$ cat src/rtl/chnlnk_evt_sched_if.sv
// Bundles the trigger, frame-state and status signals exchanged with the event scheduler.
// Optional ERR_CNT signal exists only when CHNLNK_SCHED_ERR_EN is defined.
interface chnlnk_evt_sched_if;
    logic       l1a;
    logic [4:0] nsamp;
    logic [2:0] frm_state;
    logic       l1a_buf_mt;
    logic       end_evt;
    logic [3:0] evt_cnt;
    logic [4:0] samp_cnt;
    logic       busy;
    logic       ovfl;
`ifdef CHNLNK_SCHED_ERR_EN
    logic [7:0] err_cnt;
`endif

    modport master (
        output l1a, nsamp, frm_state,
`ifdef CHNLNK_SCHED_ERR_EN
        input  err_cnt,
`endif
        input  l1a_buf_mt, end_evt, evt_cnt, samp_cnt, busy, ovfl
    );

    modport slave (
        input  l1a, nsamp, frm_state,
`ifdef CHNLNK_SCHED_ERR_EN
        output err_cnt,
`endif
        output l1a_buf_mt, end_evt, evt_cnt, samp_cnt, busy, ovfl
    );
endinterface

$ cat src/rtl/chnlnk_evt_sched.sv
// Channel-link event scheduler: counts pending L1A triggers and tracks samples of the event
// being read out by the frame FSM. Optional protocol error counter: CHNLNK_SCHED_ERR_EN.
module chnlnk_evt_sched (
    input logic               clk,
    input logic               rst,
    chnlnk_evt_sched_if.slave bus
);
    localparam logic [2:0] FS_IDLE        = 3'd0;
    localparam logic [2:0] FS_LAST_WORD   = 3'd1;
    localparam logic [2:0] FS_TAIL_END    = 3'd4;
    localparam logic [2:0] FS_TAIL_NO_END = 3'd5;
    localparam logic [2:0] FS_W4DATA      = 3'd6;
    localparam logic [2:0] FS_ILLEGAL     = 3'd7;

    typedef enum logic {S_IDLE, S_EVT} state_t;

    state_t     state_q, state_d;
    logic [2:0] prev_state;
    logic [4:0] samp_cnt_q, samp_cnt_d;
    logic [4:0] nsamp_lat_q, nsamp_lat_d;
    logic [3:0] evt_cnt_q, evt_cnt_d;
    logic       ovfl_q, ovfl_d;

    logic ent_last_word, ent_tail_end, ent_tail_no_end, ent_w4data, illegal, last_samp;

    assign ent_last_word   = (bus.frm_state == FS_LAST_WORD)   && (prev_state != FS_LAST_WORD);
    assign ent_tail_end    = (bus.frm_state == FS_TAIL_END)    && (prev_state != FS_TAIL_END);
    assign ent_tail_no_end = (bus.frm_state == FS_TAIL_NO_END) && (prev_state != FS_TAIL_NO_END);
    assign ent_w4data      = (bus.frm_state == FS_W4DATA)      && (prev_state == FS_IDLE);
    assign illegal         = (bus.frm_state == FS_ILLEGAL);
    assign last_samp       = (samp_cnt_q == nsamp_lat_q - 5'd1);

    always_ff @(posedge clk or posedge rst) begin
        if (rst) begin
            state_q     <= S_IDLE;
            prev_state  <= FS_IDLE;
            samp_cnt_q  <= '0;
            nsamp_lat_q <= 5'd1;
            evt_cnt_q   <= '0;
            ovfl_q      <= 1'b0;
        end else begin
            state_q     <= state_d;
            prev_state  <= bus.frm_state;
            samp_cnt_q  <= samp_cnt_d;
            nsamp_lat_q <= nsamp_lat_d;
            evt_cnt_q   <= evt_cnt_d;
            ovfl_q      <= ovfl_d;
        end
    end

    always_comb begin
        state_d     = state_q;
        samp_cnt_d  = samp_cnt_q;
        nsamp_lat_d = nsamp_lat_q;
        // An illegal frame code aborts the event regardless of scheduler state.
        if (illegal) begin
            state_d    = S_IDLE;
            samp_cnt_d = '0;
        end else begin
            unique case (state_q)
                S_IDLE: begin
                    if (ent_w4data) begin
                        state_d     = S_EVT;
                        nsamp_lat_d = (bus.nsamp == 5'd0) ? 5'd1 : bus.nsamp;
                        samp_cnt_d  = '0;
                    end
                end
                S_EVT: begin
                    if (ent_last_word) begin
                        state_d    = S_IDLE;
                        samp_cnt_d = '0;
                    end else if (ent_tail_no_end && (samp_cnt_q != 5'd31)) begin
                        samp_cnt_d = samp_cnt_q + 5'd1;
                    end
                end
                default: state_d = S_IDLE;
            endcase
        end
    end

    // A trigger coinciding with a readout completion is always accepted, even when full.
    always_comb begin
        evt_cnt_d = evt_cnt_q;
        ovfl_d    = ovfl_q;
        if (bus.l1a && !ent_last_word) begin
            if (evt_cnt_q == 4'd15) ovfl_d = 1'b1;
            else                    evt_cnt_d = evt_cnt_q + 4'd1;
        end else if (!bus.l1a && ent_last_word) begin
            if (evt_cnt_q != 4'd0) evt_cnt_d = evt_cnt_q - 4'd1;
        end
    end

    assign bus.l1a_buf_mt = (evt_cnt_q == 4'd0);
    assign bus.end_evt    = (state_q == S_EVT) && last_samp;
    assign bus.evt_cnt    = evt_cnt_q;
    assign bus.samp_cnt   = samp_cnt_q;
    assign bus.busy       = (state_q == S_EVT);
    assign bus.ovfl       = ovfl_q;

`ifdef CHNLNK_SCHED_ERR_EN
    logic [7:0] err_cnt_q;
    logic       err_hit;

    assign err_hit = (ent_last_word && (state_q == S_IDLE)) || illegal ||
                     (ent_tail_end && !last_samp);

    always_ff @(posedge clk or posedge rst) begin
        if (rst)                            err_cnt_q <= '0;
        else if (err_hit && (err_cnt_q != '1)) err_cnt_q <= err_cnt_q + 8'd1;
    end

    assign bus.err_cnt = err_cnt_q;
`endif
endmodule

$ cat src/flat_wrapper.sv
// flat-port wrapper written by rule: the top's interface ports become plain ports
module chnlnk_evt_sched_flat 
  (clk, rst, bus_l1a, bus_nsamp, bus_frm_state, bus_l1a_buf_mt, bus_end_evt, bus_evt_cnt, bus_samp_cnt, bus_busy, bus_ovfl);
  chnlnk_evt_sched_if bus_i ();
  input logic clk;
  input logic rst;
  input wire logic [$bits(bus_i.l1a)-1:0] bus_l1a;
  input wire logic [$bits(bus_i.nsamp)-1:0] bus_nsamp;
  input wire logic [$bits(bus_i.frm_state)-1:0] bus_frm_state;
  output wire logic [$bits(bus_i.l1a_buf_mt)-1:0] bus_l1a_buf_mt;
  output wire logic [$bits(bus_i.end_evt)-1:0] bus_end_evt;
  output wire logic [$bits(bus_i.evt_cnt)-1:0] bus_evt_cnt;
  output wire logic [$bits(bus_i.samp_cnt)-1:0] bus_samp_cnt;
  output wire logic [$bits(bus_i.busy)-1:0] bus_busy;
  output wire logic [$bits(bus_i.ovfl)-1:0] bus_ovfl;
  assign bus_i.l1a = bus_l1a;
  assign bus_i.nsamp = bus_nsamp;
  assign bus_i.frm_state = bus_frm_state;
  assign bus_l1a_buf_mt = bus_i.l1a_buf_mt;
  assign bus_end_evt = bus_i.end_evt;
  assign bus_evt_cnt = bus_i.evt_cnt;
  assign bus_samp_cnt = bus_i.samp_cnt;
  assign bus_busy = bus_i.busy;
  assign bus_ovfl = bus_i.ovfl;
  chnlnk_evt_sched u_core (.clk(clk), .rst(rst), .bus(bus_i));
endmodule
$ cat config.mk
export PLATFORM = sky130hd
export DESIGN_NAME = chnlnk_evt_sched_flat
export DESIGN_NICKNAME = d
export VERILOG_FILES = /design/src/rtl/chnlnk_evt_sched_if.sv /design/src/rtl/chnlnk_evt_sched.sv /design/src/flat_wrapper.sv
export SDC_FILE = /design/constraint.sdc
export NUM_CORES = 1
export LEC_CHECK = 0
export BUFFER_PORTS_ARGS = -buffer_cell sky130_fd_sc_hd__buf_2
export CELL_PAD_IN_SITES_DETAIL_PLACEMENT = 1
export CELL_PAD_IN_SITES_GLOBAL_PLACEMENT = 2
export CORE_ASPECT_RATIO = 0.5
export CORE_UTILIZATION = 35
export CTS_CLUSTER_SIZE = 10
export DETAILED_ROUTE_END_ITERATION = 7
export PLACE_DENSITY = 0.83
export SLEW_MARGIN = 5
export SYNTH_ARGS = -nofsm -noshare
export SYNTH_HDL_FRONTEND = slang
export SYNTH_SLANG_ARGS = --single-unit
$ cat constraint.sdc
create_clock -name clk -period 3.1 [get_ports clk]
set_input_delay 0.155 -clock clk [delete_from_list [all_inputs] [get_ports clk]]
set_output_delay 0.155 -clock clk [all_outputs]
set_load 0.02 [all_outputs]
==> results.ini, run 1 <==
[global_routing]
grt.overflow.total = 0
track_usage_pct = 17.4
grt_max_degree = 20
antenna_found_initial = 0
grt_pass1_vias = 848
grt_pass1_wl_um = 4040

[power_and_ir_drop]
total_power_uw = 824
p_sw_share_pct = 36.2
comb_power_share_pct = 34.8
leakagePower_nw = 0.589
p_seq_share_pct = 44.2
power.switching_uw = 298
intPower_uw = 526
p_per_area_nw_per_um2 = 645
power.share.clock_pct = 21.0
peakVddDrop_uv = 299

[die]
num_rows = 13
io_pins = 24
core_area_um2 = 2750
die_h_um = 41.1
dieArea_um2 = 3290
die_x_um = 80.1
initial_utilization_pct = 38.9

[detailed_routing]
dr.pass1.iters = 4
drtAntennaViolNets = 0
wire_per_inst_um = 14.4
dr.first_iter.drc_count = 35
drc_errors = 0
routed_wirelength_um = 2360
vias = 877
viasPerCell = 5.35

[timing]
tns_ps = 0
drv_slew = 0
skew_ps = 2.16
hold_viol = 0
fmax_ghz = 0.432
rsz0062_at_grt = false
relSlewSlack_pct = 51.5
finalCritPeriodShare_pct = 74.7
worst_pin_slew_ps = 727
setup-violations-final = 0
fin_crit_ps = 2320

[yosys]
synth_seq_area_share_pct = 44.6
syn-cell-area_um2 = 1070
synth_top_area_cell = dfrtp_1
ys_warn_count = 0
syn_inst = 100
synth_top_area_share_pct = 42.2
synth_nets = 117
avgSynthCellArea_um2 = 10.7
synthTopCellsByArea = dfrtp_1 (42%), ha_1 (5.9%), mux2_2 (5.3%)
ys_types = 38
synth-seq-cells = 19

[clock_tree]
tritoncts = yes
holdBufCountCts = 0
numCtsBuffers = 3
cts.sinks = 19
clock_path_buffers = 2
ctsResizeCount = 0
cts_htree_levels = 1
clk_latency_ps = 260
cts_setup_buffers = 0
root_buffer = clkbuf_8
clkSlewWorstSetupHoldPaths_ps = 70

[hold_path]
hp-class = input port to asynchronous set/reset pin

[critical_path]
worstSetupStartpointType = flop
crit_required_ps = 3280
r2r_slack_ps = 780
path_max_fanout = 4
cp.arrival_ps = 2500
crit_type = flop to flop
end_kind = flop

[place]
hpwl_um = 1830
io_buffers = 23
gp_routability_congestion = 0.818

[cells_and_area]
antenna_cells = 0
nFillCells = 323
fin_nets = 145
drive_above_1_share_pct = 30.7
area_growth_pct = 19.7

[run_status]
status = finished, final reports clean

[job]
cap_violations = 0

registers in the layout, summed over array words and instances, names as in the netlist:
signal and flops:
u_core.bus.busy 1, u_core.bus.ovfl 1, u_core.prev_state 3, u_core.bus.samp_cnt 5
u_core.nsamp_lat_q 5, u_core.bus.evt_cnt 4
synth_stat cells:
library cell  number
nor2_1             2
nand2_1            8
ha_1               5
or3b_4             1
and3_1             1
nand2b_1           2
clkbuf_1           1
mux2_2             5
o21ai_0            6
dfrtp_1           18
nand3_1            2
nand4_1            1
nor3_1             3
nor4b_2            1
or4_4              1
a21oi_1            2
a2111oi_0          1
inv_1              6
o21ai_1            1
o21a_1             1
dfstp_2            1
a41oi_1            1
a22o_1             2
nor3b_1            1
mux2i_1            1
a21o_1             2
o21bai_1           1
xnor2_1            3
or2_2              1
nand2_2            1
o41ai_1            1
fa_1               1
and4bb_2           1
o22a_1             2
nor4_1             3
a31oi_1            2
o211ai_1           4
xor2_1             4
cell families after synthesis:
group                    count (synthesis)  synth area share [%]
AND/OR/NAND/NOR                         29                  16.5
AO/OA/AOI/OAI                           26                  16.7
flip-flops                              19                  44.6
XOR/XNOR                                 7                  5.74
buffers and inverters                    7                  2.46
multiplexers                             6                  6.21
adder cells (fa/ha/maj)                  6                  7.73
power by group through the flow:
stage	combinational [mW]	clock, mW	sequential, mW
CTS	0.293	0.184	0.366
finish	0.287	0.173	0.364
global route	0.324	0.195	0.376
global placement	0.280	0	0.369
detailed placement	0.291	0	0.371
floorplan	0.168	0	0.398
metal layers:
layer,share of wire [%],wire length [µm],GRT usage [%],vias to the layer above
met1,49,1150,21.1,433
met5,0,0,0,-
met2,47,1100,30.8,16
met4,0.89,21,5.36,0
met3,3.9,91,5.33,2
li1,-,-,-,426
through the flow:
stage | instances | hold WS, ps | util (%) | cell area (µm²) | setup slack [ps]
4_1_cts | 164 | 38.6 | 46.5 | 1280 | 808
3_3_place_gp | 160 | 319 | 44.9 | 1230 | 871
6_report | 164 | 10.2 | 46.5 | 1280 | 783
5_1_grt | 164 | 66.6 | 46.5 | 1280 | 594
3_5_place_dp | 160 | 324 | 44.9 | 1230 | 817
2_1_floorplan | 100 | 105 | - | 1070 | 795
worst paths after layout:
check	end	depth (start not counted)	from
min in group clk	u_core.prev_state[2]	1	bus_frm_state[2]
min	u_core.bus.evt_cnt[2]	2	rst
max reg2reg	u_core.bus.evt_cnt[3]	7	u_core.prev_state[1]
max	u_core.bus.evt_cnt[3]	7	u_core.prev_state[1]
max in group asynchronous	u_core.prev_state[2]	2	rst
min reg2reg	u_core.bus.ovfl	1	u_core.bus.ovfl
layout make-up:
cell class	instances	area, µm²	share of cell area [%]
clock buffer	4	45.0	3.52
inverter	6	22.5	1.76
multi-input combinational	74	566	44.2
sequential	19	477	37.3
tap	37	46.3	3.62
timing repair buffer	24	123	9.59
critical path, stage by stage, from the launching register on:
cell     delay [ps]
dfrtp_1         410
nor3b_1         430
o21ai_0         320
ha_1            350
a21o_1          170
a21oi_1         170
mux2i_1         230
xor2_1          160
layout by cell type, fill, tap and decap left out, types with 4 or more instances in the layout:
cell and n:
buf_2 23, dfrtp_1 18, nand2_1 8, inv_1 6
o21ai_0 6, mux2_2 5, ha_1 5, o211ai_1 4
xor2_1 4
No activity file was read; power rests on OpenSTA's default activity.
==> run 2, diff against run 1 <==
Settings changed: CORE_UTILIZATION 35 to 30, PLACE_DENSITY 0.83 to 0.76.
Clock period 3.1 ns to 2 ns, I/O delays scaled along.
==> run 2 against run 1 <==
Effect of this change:
- the flow now finishes with violations (negative hold slack)
- critical path depth stayed put
- sequential power is 57% higher
- cell count is 16% higher
- utilization is 0.99 points lower
- non-clock buffer count is 15 higher
- sequential cell count stayed put
- design area is 14% higher
- global-route usage is 1.6 points lower
- worst setup slack worse by 720 ps
- worst hold slack worse by 39 ps
- clock power is 59% higher
- register-to-register slack worse by 720 ps
- largest cell class unchanged
==> results.ini, run 2 (synthesis results as in run 1) <==
[job]
cap_violations = 0  ; unchanged

[timing]
fin_crit_ps = 1930  ; -383 ps
hold_viol = 18  ; +18
rsz0062_at_grt = true
setup-violations-final = 0  ; unchanged
worst_pin_slew_ps = 768  ; +41.1 ps
skew_ps = 3.09  ; +0.929 ps
finalCritPeriodShare_pct = 96.7  ; +22 points
tns_ps = 0  ; unchanged
fmax_ghz = 0.517  ; +20%
drv_slew = 0  ; unchanged
timing.final.ws_setup_ps = 66.6  ; -717 ps
hold_slack_ps = -28.7  ; -38.9 ps
relSlewSlack_pct = 48.7  ; -2.7 points

[clock_tree]
clkSlewWorstSetupHoldPaths_ps = 70  ; about the same
clk_latency_ps = 260  ; about the same
clock_path_buffers = 2  ; unchanged
root_buffer = clkbuf_8
tritoncts = yes
cts.sinks = 19  ; unchanged
cts_htree_levels = 1  ; unchanged
numCtsBuffers = 3  ; unchanged

[power_and_ir_drop]
leakagePower_nw = 0.669  ; +13%
total_power_mw = 1.34  ; +63%
peakVddDrop_uv = 255  ; -15%
p_per_area_nw_per_um2 = 924  ; +43%

[detailed_routing]
drc_errors = 0  ; unchanged
wl_met1_um = 1270  ; +10%
drtAntennaViolNets = 0  ; unchanged
met3_length_um = 112  ; +23%
top_layer = met3
dr.first_iter.drc_count = 7  ; -80%
routed_wirelength_um = 2610  ; +10%
vias = 932  ; +6.3%
met2WireLength_um = 1220  ; +11%
dr.pass1.iters = 4  ; unchanged
viasPerCell = 4.91  ; -8.3%
wire_per_inst_um = 13.7  ; -4.7%

[run_status]
status = complete, but fails checks
failed_checks = negative hold slack

[cells_and_area]
mostFrequentLayoutCells = buf_2 (23), dfrtp_1 (18), buf_4 (16)
final_cells = 190  ; +16%
drive_above_1_share_pct = 43.0  ; +12 points
multi_input_area_um2 = 612  ; +8.2%
nFillCells = 381  ; +18%
area_growth_pct = 35.8
antenna_cells = 0  ; unchanged
fin_nets = 160  ; +10%
final_common_cell = buf_2
utilization_pct = 45.5  ; -0.99 points
regArea_um2 = 477  ; unchanged
final_design_area_no_fill_um2 = 1450  ; +14%

[die]
die_h_um = 44.2  ; +7.6%
core_area_um2 = 3190  ; +16%
num_rows = 14  ; +1
dieArea_um2 = 3820  ; +16%
io_pins = 24  ; unchanged
initial_utilization_pct = 33.5  ; -5.4 points
die_x_um = 86.4  ; +7.8%

[critical_path]
critPathSlowestCell = dfrtp_1
slowest_delay_ps = 390  ; -40 ps
path_max_fanout = 3  ; -1
end_kind = flop
worstSetupStartpointType = flop
crit_required_ps = 2150  ; -1130 ps
crit_type = flop to flop
cp.arrival_ps = 2080  ; -420 ps
crit_chain = ha_2 -> and3_1 -> ha_1 -> and4bb_2 -> o21a_1 -> o21ai_2 -> mux2_2

[place]
io_buffers = 23  ; unchanged
place_ws_ps = -16.6  ; -833 ps
dpl.cell_count = 183  ; +14%
gp_routability_congestion = 0.719  ; -12%
hpwl_um = 2050  ; +12%
place_area_um2 = 1350  ; +9.4%

[global_routing]
grt.overflow.total = 0  ; unchanged
antenna_found_initial = 0  ; unchanged
grt_pass1_vias = 940  ; +11%
track_usage_pct = 15.8  ; -1.6 points
grt_max_degree = 20  ; unchanged
grt_pass1_wl_um = 4490  ; +11%

[hold_path]
hp-class = input port to asynchronous set/reset pin

-- run 2: cell count changes in the layout (fill, tap and decap cells not counted), sizes merged --
cell  change
buf      +15
-- run 2: layout make-up --
type,count,share of cell area (%)
Tap cell,48,4.14
Sequential cell,19,32.8
Clock buffer,4,3.10
Inverter,6,1.55
Multi-Input combinational cell,74,42.2
Timing Repair Buffer,39,16.2
-- run 2: worst max-delay path: cells and delay by family, from the launching register on --
family	cells	cell delay, ps
flip-flops	1	390
adder cells (fa/ha/maj)	2	390
multiplexers	1	280
AO/OA/AOI/OAI	2	290
AND/OR/NAND/NOR	2	480
-- run 2: worst paths after layout --
check / startpoint / end / slack (ps) / cells past startpoint
max: u_core.bus.samp_cnt[0] / u_core.bus.samp_cnt[0] / 70 / 7
min: rst / u_core.bus.evt_cnt[3] / -30 / 2
max reg2reg: u_core.bus.samp_cnt[0] / u_core.bus.samp_cnt[0] / 70 / 7
min reg2reg: u_core.bus.ovfl / u_core.bus.ovfl / 470 / 1
max in group asynchronous: rst / u_core.bus.busy / 1550 / 2
min in group clk: bus_nsamp[1] / u_core.nsamp_lat_q[1] / 60 / 3
-- run 2: power breakdown --
group / leakage, nW / switching (mW) / internal [mW]
clock: 0.0228 / 0.133 / 0.142
combinational: 0.412 / 0.255 / 0.241
sequential: 0.234 / 0.103 / 0.467
total: 0.669 / 0.491 / 0.850
-- run 2: layer usage --
metal	vias to the layer above	global-route usage (%)
li1	458	-
met1	453	20.0
met5	-	0
met2	21	27.0
met4	0	4.00
met3	0	4.66
-- run 2: repair_timing --
item,4_1_cts,5_1_grt
resized for setup,2,6
setup endpoints to repair,2,6
setup buffers,2,1
cloned,0,0
pin swaps,5,5
hold buffers,0,0
